==> config.mk <==
export PLATFORM = sky130hd
export DESIGN_NAME = rgmii_tx_adapter_flat
export DESIGN_NICKNAME = d
export VERILOG_FILES = /design/src/rtl/rgmii_tx_adapter_if.sv /design/src/rtl/rgmii_tx_adapter.sv /design/src/flat_wrapper.sv
export SDC_FILE = /design/constraint.sdc
export NUM_CORES = 1
export LEC_CHECK = 0
export BUFFER_PORTS_ARGS = -buffer_cell sky130_fd_sc_hd__clkbuf_2
export CAP_MARGIN = 20
export CORE_ASPECT_RATIO = 1.2
export CORE_UTILIZATION = 61
export DETAILED_ROUTE_END_ITERATION = 8
export HOLD_SLACK_MARGIN = 0.08
export PLACE_DENSITY_LB_ADDON = 0.3
export SETUP_SLACK_MARGIN = 0.15
export SLEW_MARGIN = 40
export SYNTH_ARGS = -nofsm -noshare
export SYNTH_HDL_FRONTEND = slang
export SYNTH_SLANG_ARGS = --single-unit
==> constraint.sdc <==
create_clock -name clk -period 5 [get_ports clk]
set_input_delay 0.5 -clock clk [delete_from_list [all_inputs] [get_ports clk]]
set_output_delay 0.5 -clock clk [all_outputs]
set_load 0.03 [all_outputs]
==> src/rtl/rgmii_tx_adapter_if.sv <==
// Byte-stream handshake between the MAC/packet side and the RGMII transmit adapter.
//   in_data  : byte to transmit
//   in_er    : per-byte error flag
//   in_last  : final byte of a frame
//   in_valid : byte present
//   in_ready : adapter can accept a byte (FIFO not full)
// master = MAC side (drives the byte), slave = adapter (drives in_ready).
interface rgmii_tx_adapter_if;
  logic [7:0] in_data;
  logic       in_er;
  logic       in_last;
  logic       in_valid;
  logic       in_ready;

  modport master (output in_data, output in_er, output in_last, output in_valid,
                  input  in_ready);
  modport slave  (input  in_data, input  in_er, input  in_last, input  in_valid,
                  output in_ready);
endinterface

==> src/rtl/rgmii_tx_adapter.sv <==
// Multi-speed RGMII transmit adapter with a byte FIFO. Runs from the 125 MHz
// transmit clock and produces rise/fall bit pairs for the ODDR primitives that
// drive rgmii_td, rgmii_tx_ctl and rgmii_txc at 1000/100/10 Mb/s.
// Ports:
//   clk, reset        : 125 MHz clock, synchronous active-high reset
//   speed_selection   : 1x = gigabit, 01 = 100 Mb/s, 00 = 10 Mb/s
//   bus (slave)       : byte stream in (in_data/in_er/in_last/in_valid), in_ready out
//   td_rise/td_fall   : ODDR data for rgmii_td
//   ctl_rise/ctl_fall : ODDR data for rgmii_tx_ctl
//   txc_rise/txc_fall : ODDR data for rgmii_txc
//   tx_busy           : transmitter not idle
//   underrun          : one-cycle pulse per inserted error slot
module rgmii_tx_adapter #(
  parameter int unsigned FIFO_DEPTH = 16,
  parameter int unsigned DIV_100    = 5,
  parameter int unsigned DIV_10     = 50,
  parameter int unsigned IFG_BYTES  = 12
) (
  input  logic               clk,
  input  logic               reset,
  input  logic [1:0]         speed_selection,
  rgmii_tx_adapter_if.slave  bus,
  output logic [3:0]         td_rise,
  output logic [3:0]         td_fall,
  output logic               ctl_rise,
  output logic               ctl_fall,
  output logic               txc_rise,
  output logic               txc_fall,
  output logic               tx_busy,
  output logic               underrun
);

  localparam int unsigned AW      = $clog2(FIFO_DEPTH);
  localparam int unsigned CW      = AW + 1;
  localparam int unsigned DIV_MAX = (DIV_10 > DIV_100) ? DIV_10 : DIV_100;
  localparam int unsigned PW      = $clog2(DIV_MAX);
  localparam int unsigned DW      = PW + 1;
  localparam int unsigned IW      = $clog2(IFG_BYTES + 1);

  typedef struct packed {
    logic       last;
    logic       er;
    logic [7:0] data;
  } fifo_entry_t;

  typedef struct packed {
    logic [3:0] td_rise;
    logic [3:0] td_fall;
    logic       ctl_rise;
    logic       ctl_fall;
  } oddr_t;

  typedef enum logic [1:0] {IDLE, DATA, IFG} state_t;

  // Error slot: enable high, error high, data zero -> ctl pair (1,0), td 0.
  localparam fifo_entry_t ERR_SLOT = '{last: 1'b0, er: 1'b1, data: 8'h00};

  // TXC period length in clk cycles for the 10/100 speeds.
  function automatic logic [DW-1:0] div_of(input logic sel100);
    return sel100 ? DW'(DIV_100) : DW'(DIV_10);
  endfunction

  // ODDR data for one byte: gigabit splits nibbles across the edges; 10/100
  // repeats the selected nibble on both edges for a whole TXC period.
  function automatic oddr_t encode(input fifo_entry_t e, input logic hi, input logic gig);
    oddr_t o;
    if (gig) begin
      o.td_rise = e.data[3:0];
      o.td_fall = e.data[7:4];
    end else begin
      o.td_rise = hi ? e.data[7:4] : e.data[3:0];
      o.td_fall = o.td_rise;
    end
    o.ctl_rise = 1'b1;
    o.ctl_fall = ~e.er;
    return o;
  endfunction

  // ---------------------------------------------------------------------------
  // State
  // ---------------------------------------------------------------------------
  state_t          state;
  logic [1:0]      speed_lat;
  logic [PW-1:0]   pc;
  logic            nib;
  logic [IW-1:0]   ifg_cnt;
  fifo_entry_t     cur;
  oddr_t           oddr_q;

  fifo_entry_t     mem [FIFO_DEPTH];
  logic [AW-1:0]   wr_ptr;
  logic [AW-1:0]   rd_ptr;
  logic [CW-1:0]   count;

  // ---------------------------------------------------------------------------
  // Timing helpers: period/byte boundaries for the current cycle and TXC for
  // the next one. pc_nxt == 0 exactly when wrap is set.
  // ---------------------------------------------------------------------------
  logic            gig_cur;
  logic [DW-1:0]   div_cur;
  logic            wrap;
  logic [PW-1:0]   pc_nxt;
  logic            nib_nxt;
  logic            byte_end;
  logic [1:0]      spd_eff;
  logic            gig_eff;
  logic [DW-1:0]   div_eff;
  logic            txc_rise_nxt;
  logic            txc_fall_nxt;

  always_comb begin
    gig_cur  = speed_lat[1];
    div_cur  = div_of(speed_lat[0]);
    wrap     = gig_cur || (pc == PW'(div_cur - DW'(1)));
    pc_nxt   = wrap ? '0 : PW'(pc + PW'(1));
    nib_nxt  = wrap ? ~nib : nib;
    byte_end = gig_cur || (wrap && nib);
    // New speed takes effect only from an idle period boundary.
    spd_eff  = ((state == IDLE) && wrap) ? speed_selection : speed_lat;
    gig_eff  = spd_eff[1];
    div_eff  = div_of(spd_eff[0]);
    txc_rise_nxt = gig_eff || ({pc_nxt, 1'b0} < div_eff);
    txc_fall_nxt = !gig_eff && ({pc_nxt, 1'b1} < div_eff);
  end

  // ---------------------------------------------------------------------------
  // FIFO handshake and pop decision
  // ---------------------------------------------------------------------------
  logic            empty;
  logic            push;
  logic            launch;
  logic            advance;
  logic            pop;
  logic [CW-1:0]   count_nxt;
  fifo_entry_t     head;

  always_comb begin
    empty     = (count == '0);
    push      = bus.in_valid && bus.in_ready;
    head      = mem[rd_ptr];
    launch    = (state == IDLE) && wrap && !empty;
    advance   = (state == DATA) && byte_end && !cur.last && !empty;
    pop       = launch || advance;
    count_nxt = CW'(count + CW'(push) - CW'(pop));
  end

  // Storage array, no reset needed.
  always_ff @(posedge clk) begin
    if (push) begin
      mem[wr_ptr] <= {bus.in_last, bus.in_er, bus.in_data};
    end
  end

  // FIFO pointers, occupancy and registered ready.
  always_ff @(posedge clk) begin
    if (reset) begin
      wr_ptr       <= '0;
      rd_ptr       <= '0;
      count        <= '0;
      bus.in_ready <= 1'b0;
    end else begin
      if (push) wr_ptr <= AW'(wr_ptr + AW'(1));
      if (pop)  rd_ptr <= AW'(rd_ptr + AW'(1));
      count        <= count_nxt;
      bus.in_ready <= (count_nxt != CW'(FIFO_DEPTH));
    end
  end

  // ---------------------------------------------------------------------------
  // Transmit FSM with registered ODDR outputs
  // ---------------------------------------------------------------------------
  always_ff @(posedge clk) begin
    if (reset) begin
      state     <= IDLE;
      speed_lat <= speed_selection;
      pc        <= '0;
      nib       <= 1'b0;
      ifg_cnt   <= '0;
      cur       <= '0;
      oddr_q    <= '0;
      txc_rise  <= 1'b0;
      txc_fall  <= 1'b0;
      tx_busy   <= 1'b0;
      underrun  <= 1'b0;
    end else begin
      speed_lat <= spd_eff;
      pc        <= pc_nxt;
      nib       <= nib_nxt;
      txc_rise  <= txc_rise_nxt;
      txc_fall  <= txc_fall_nxt;
      underrun  <= 1'b0;
      oddr_q    <= '0;

      case (state)
        IDLE: begin
          if (launch) begin
            state   <= DATA;
            cur     <= head;
            nib     <= 1'b0;
            tx_busy <= 1'b1;
            oddr_q  <= encode(head, 1'b0, gig_eff);
          end
        end

        DATA: begin
          // Mid-byte: keep the byte, switching to the high nibble at 10/100.
          oddr_q <= encode(cur, nib_nxt, gig_eff);
          if (byte_end) begin
            if (cur.last) begin
              state   <= IFG;
              ifg_cnt <= IW'(IFG_BYTES);
              oddr_q  <= '0;
            end else if (!empty) begin
              cur    <= head;
              oddr_q <= encode(head, 1'b0, gig_eff);
            end else begin
              // Nothing to send: fill the byte-time with an error slot.
              cur      <= ERR_SLOT;
              oddr_q   <= encode(ERR_SLOT, 1'b0, gig_eff);
              underrun <= 1'b1;
            end
          end
        end

        IFG: begin
          if (byte_end) begin
            if (ifg_cnt <= IW'(1)) begin
              state   <= IDLE;
              tx_busy <= 1'b0;
            end else begin
              ifg_cnt <= IW'(ifg_cnt - IW'(1));
            end
          end
        end

        default: begin
          state   <= IDLE;
          tx_busy <= 1'b0;
        end
      endcase
    end
  end

  assign td_rise  = oddr_q.td_rise;
  assign td_fall  = oddr_q.td_fall;
  assign ctl_rise = oddr_q.ctl_rise;
  assign ctl_fall = oddr_q.ctl_fall;

endmodule

==> src/flat_wrapper.sv <==
// flat-port wrapper written by rule: the top's interface ports become plain ports
module rgmii_tx_adapter_flat 
#(
  parameter int unsigned FIFO_DEPTH = 16,
  parameter int unsigned DIV_100    = 5,
  parameter int unsigned DIV_10     = 50,
  parameter int unsigned IFG_BYTES  = 12
)
  (clk, reset, speed_selection, td_rise, td_fall, ctl_rise, ctl_fall, txc_rise, txc_fall, tx_busy, underrun, bus_in_data, bus_in_er, bus_in_last, bus_in_valid, bus_in_ready);
  rgmii_tx_adapter_if bus_i ();
  input  logic clk;
  input  logic reset;
  input  logic [1:0] speed_selection;
  output logic [3:0] td_rise;
  output logic [3:0] td_fall;
  output logic ctl_rise;
  output logic ctl_fall;
  output logic txc_rise;
  output logic txc_fall;
  output logic tx_busy;
  output logic underrun;
  input wire logic [$bits(bus_i.in_data)-1:0] bus_in_data;
  input wire logic [$bits(bus_i.in_er)-1:0] bus_in_er;
  input wire logic [$bits(bus_i.in_last)-1:0] bus_in_last;
  input wire logic [$bits(bus_i.in_valid)-1:0] bus_in_valid;
  output wire logic [$bits(bus_i.in_ready)-1:0] bus_in_ready;
  assign bus_i.in_data = bus_in_data;
  assign bus_i.in_er = bus_in_er;
  assign bus_i.in_last = bus_in_last;
  assign bus_i.in_valid = bus_in_valid;
  assign bus_in_ready = bus_i.in_ready;
  rgmii_tx_adapter #(.FIFO_DEPTH(FIFO_DEPTH), .DIV_100(DIV_100), .DIV_10(DIV_10), .IFG_BYTES(IFG_BYTES)) u_core (.clk(clk), .reset(reset), .speed_selection(speed_selection), .bus(bus_i), .td_rise(td_rise), .td_fall(td_fall), .ctl_rise(ctl_rise), .ctl_fall(ctl_fall), .txc_rise(txc_rise), .txc_fall(txc_fall), .tx_busy(tx_busy), .underrun(underrun));
endmodule
==> out/qor.yml <==
cts_buffers: 22
syn-num-nets: 592
final_common_cell: "edfxtp_1"
grt_max_degree: 42
grt_pass1_vias: 4853
holdPathEnd: "u_core.speed_lat[0]"
cts_hold_buf: 0
grt_pass1_wl_um: 26750
vias: 4897
synthToLayoutAreaGrowth_pct: 8.852
antenna_cells: 0
cp_max_fo: 12
start_util: 0.6237
hold_start: "speed_selection[0]"
whs_path_depth: 2
powerDensity_nw_per_um2: 468.1
p_leak_uw: 0.003414
drt_iter0_markers: 486
synth_ff_type: "edfxtp_1"
reg2reg_to: "u_core.bus.in_ready"
ys_ff_latch: 217
clk_pin_slew_ns: 0.06
required_ns: 5.34
grt_overflow: 0
setup_viol: 0
fp.dieW_um: 112.8
ir_drop_mv: 0.3086
drive_gt1_frac: 0.1595
hold_path_class: "in -> reg"
core_um2: 14410
postRouteAntennaNets: 0
drc: 0
max_freq_ghz: 0.2538
worstSetupPathType: "reg -> reg"
die_h_um: 135.0
fin_util: 0.6789
synth_edf_count: 160
dp.final_hpwl_um: 10930
antenna_found_initial: 0
final_cell_mix: "edfxtp_1, dfxtp_1, nor2_1"
n_fill_cell: 926
setup_tns_ns: 0
gp_congestion: 0.8568
ios: 30
routed_wl_um: 17120
cts.sinks: 217
cts_buffer_depth: 3
min_period_over_period: 0.7882
htreeDepth: 1
num_rows: 48
crit_arrival_ns: 4.28
rr_worst_depth: 18
cts_tree: "built"
via_per_inst: 6.302
rrSetupSlack_ns: 1.06
endpoint_kind: "flip-flop"
track_usage: 0.2377
ys_async_sr_fraction: 0
r2r_start: "u_core.pc[3]"
max_cap_viol_count: 0
drt_first_pass_iters: 5
synth_cells: 556
clock_latency_ns: 0.50
cts_resized: 0
postCtsSetupRepairBufs: 0
fin_nets: 624
die-area_um2: 15230
post-route-min-period_ns: 3.941
outcome: "complete, no violations"
synth_cell_types: 63
worst_slew_pin_slew_ns: 0.7398
rsz0062_at_grt: "no"
placement.io_buffers: 29
relSlewSlack: 0.5068
postSynthAreaPerCell_um2: 16.17
cp-start-kind: "flip-flop"
skew_ns: 0.008347
root_buffer: "clkbuf_16"
wl_per_cell_um: 22.04
report.final.slew_viol_count: 0
syn_area_um2: 8990
final_hold_viol_count: 0
yosys_warnings: 0
ys_seq_area_frac: 0.6614
-- worst max-delay path by stage --
stage / depth (start not counted) / from / end / slack, ns
after floorplan: 20 / u_core.pc[1] / u_core.bus.in_ready / 1.43
after global placement: 18 / u_core.pc[1] / u_core.bus.in_ready / 1.30
after detailed placement: 18 / u_core.pc[1] / u_core.bus.in_ready / 1.10
after CTS: 18 / u_core.pc[1] / u_core.bus.in_ready / 1.08
after global routing: 18 / u_core.pc[3] / u_core.bus.in_ready / 0.71
final: 18 / u_core.pc[3] / u_core.bus.in_ready / 1.06
-- state kept, by name, summed over array words and instances, names as in the netlist, 2 cells and up, named ones only --
register          cells
u_core.speed_lat      2
u_core.wr_ptr         4
u_core.td_fall        4
u_core.cur           10
u_core.pc             6
u_core.rd_ptr         4
u_core.td_rise        4
u_core.count          5
u_core.mem          160
u_core.ifg_cnt        4
u_core.state          2
-- synthesized netlist by cell type (all sizes together), types with 3 or more instances --
cell    instances  area share
edfxtp        160        0.53
dfxtp          57        0.13
nor2           46       0.019
mux4           42        0.11
a21oi          25       0.015
nand2          23       0.010
ha             20       0.028
inv            18      0.0075
a22oi          17       0.014
buf            15       0.018
and2           14      0.0097
nor3           13      0.0072
a22o            8      0.0078
xnor2           8      0.0078
clkbuf          7      0.0033
nor2b           7      0.0049
o21ai           7      0.0056
xor2            7      0.0068
and3            6      0.0042
mux2i           6      0.0067
nand3           6      0.0033
a211oi          4      0.0045
a221oi          4      0.0039
a21o            3      0.0025
and2b           3      0.0026
-- logic make-up after synthesis --
| logic type | count (synthesis) | synth area share |
|---|---|---|
| adder cells (fa/ha/maj) | 21 | 0.03006 |
| AO/OA/AOI/OAI | 81 | 0.06583 |
| flip-flops | 217 | 0.6614 |
| XOR/XNOR | 15 | 0.01461 |
| buffers and inverters | 42 | 0.03354 |
| AND/OR/NAND/NOR | 130 | 0.07223 |
| multiplexers | 50 | 0.1223 |
-- power by group --
group          leakage, uW  internal (uW)  switching, uW  total (uW)
sequential         0.00191           2050            118        2170
combinational      0.00119            436            507         943
clock             0.000312            841            631        1470
total              0.00341           3320           1260        4580
-- through the flow --
step / worst slack [ns] / total power (uW) / cell area, um2 / hold slack (ns) / cells
after CTS: 1.080 / 4608 / 9786 / 0.2433 / 777
final: 1.059 / 4581 / 9786 / 0.2610 / 777
after floorplan: 1.428 / 2961 / 8990 / 0.4415 / 556
after detailed placement: 1.099 / 3140 / 9146 / 0.4530 / 739
after global routing: 0.7149 / 4775 / 9786 / 0.2575 / 777
after global placement: 1.299 / 3101 / 9144 / 0.4491 / 739
-- critical path, cell delays in order (launching register included) --
cell and delay, ns:
dfxtp_1 0.37, nor4_2 0.34, nand4b_1 0.17, nand2_1 0.33, ha_1 0.26, o21ai_1 0.10
or2_2 0.37, a21oi_4 0.30, ha_1 0.29, inv_1 0.06, ha_1 0.16, inv_1 0.05
fa_1 0.40, inv_1 0.07, a21oi_1 0.05, nor2_1 0.09, nor2_1 0.06, xnor2_1 0.17
a41oi_1 0.14
-- routing by layer --
metal | vias to the layer above | part of all wire | GRT usage
met4 | 0 | 0.032 | 0.09259
met2 | 181 | 0.52 | 0.4156
li1 | 2216 | - | -
met5 | - | 0 | 0
met1 | 2457 | 0.40 | 0.3013
met3 | 43 | 0.053 | 0.03501
-- cell type report --
type                            count  area (um2)  area share
Clock buffer                       31       605.6     0.06188
Clock inverter                      7       33.78    0.003452
Inverter                           18       67.56    0.006904
Multi-Input combinational cell    297        2743      0.2803
Sequential cell                   217        5949      0.6080
Tap cell                          175       219.0     0.02238
Timing Repair Buffer               32       167.7     0.01713
(Power assumes the default switching activity.)
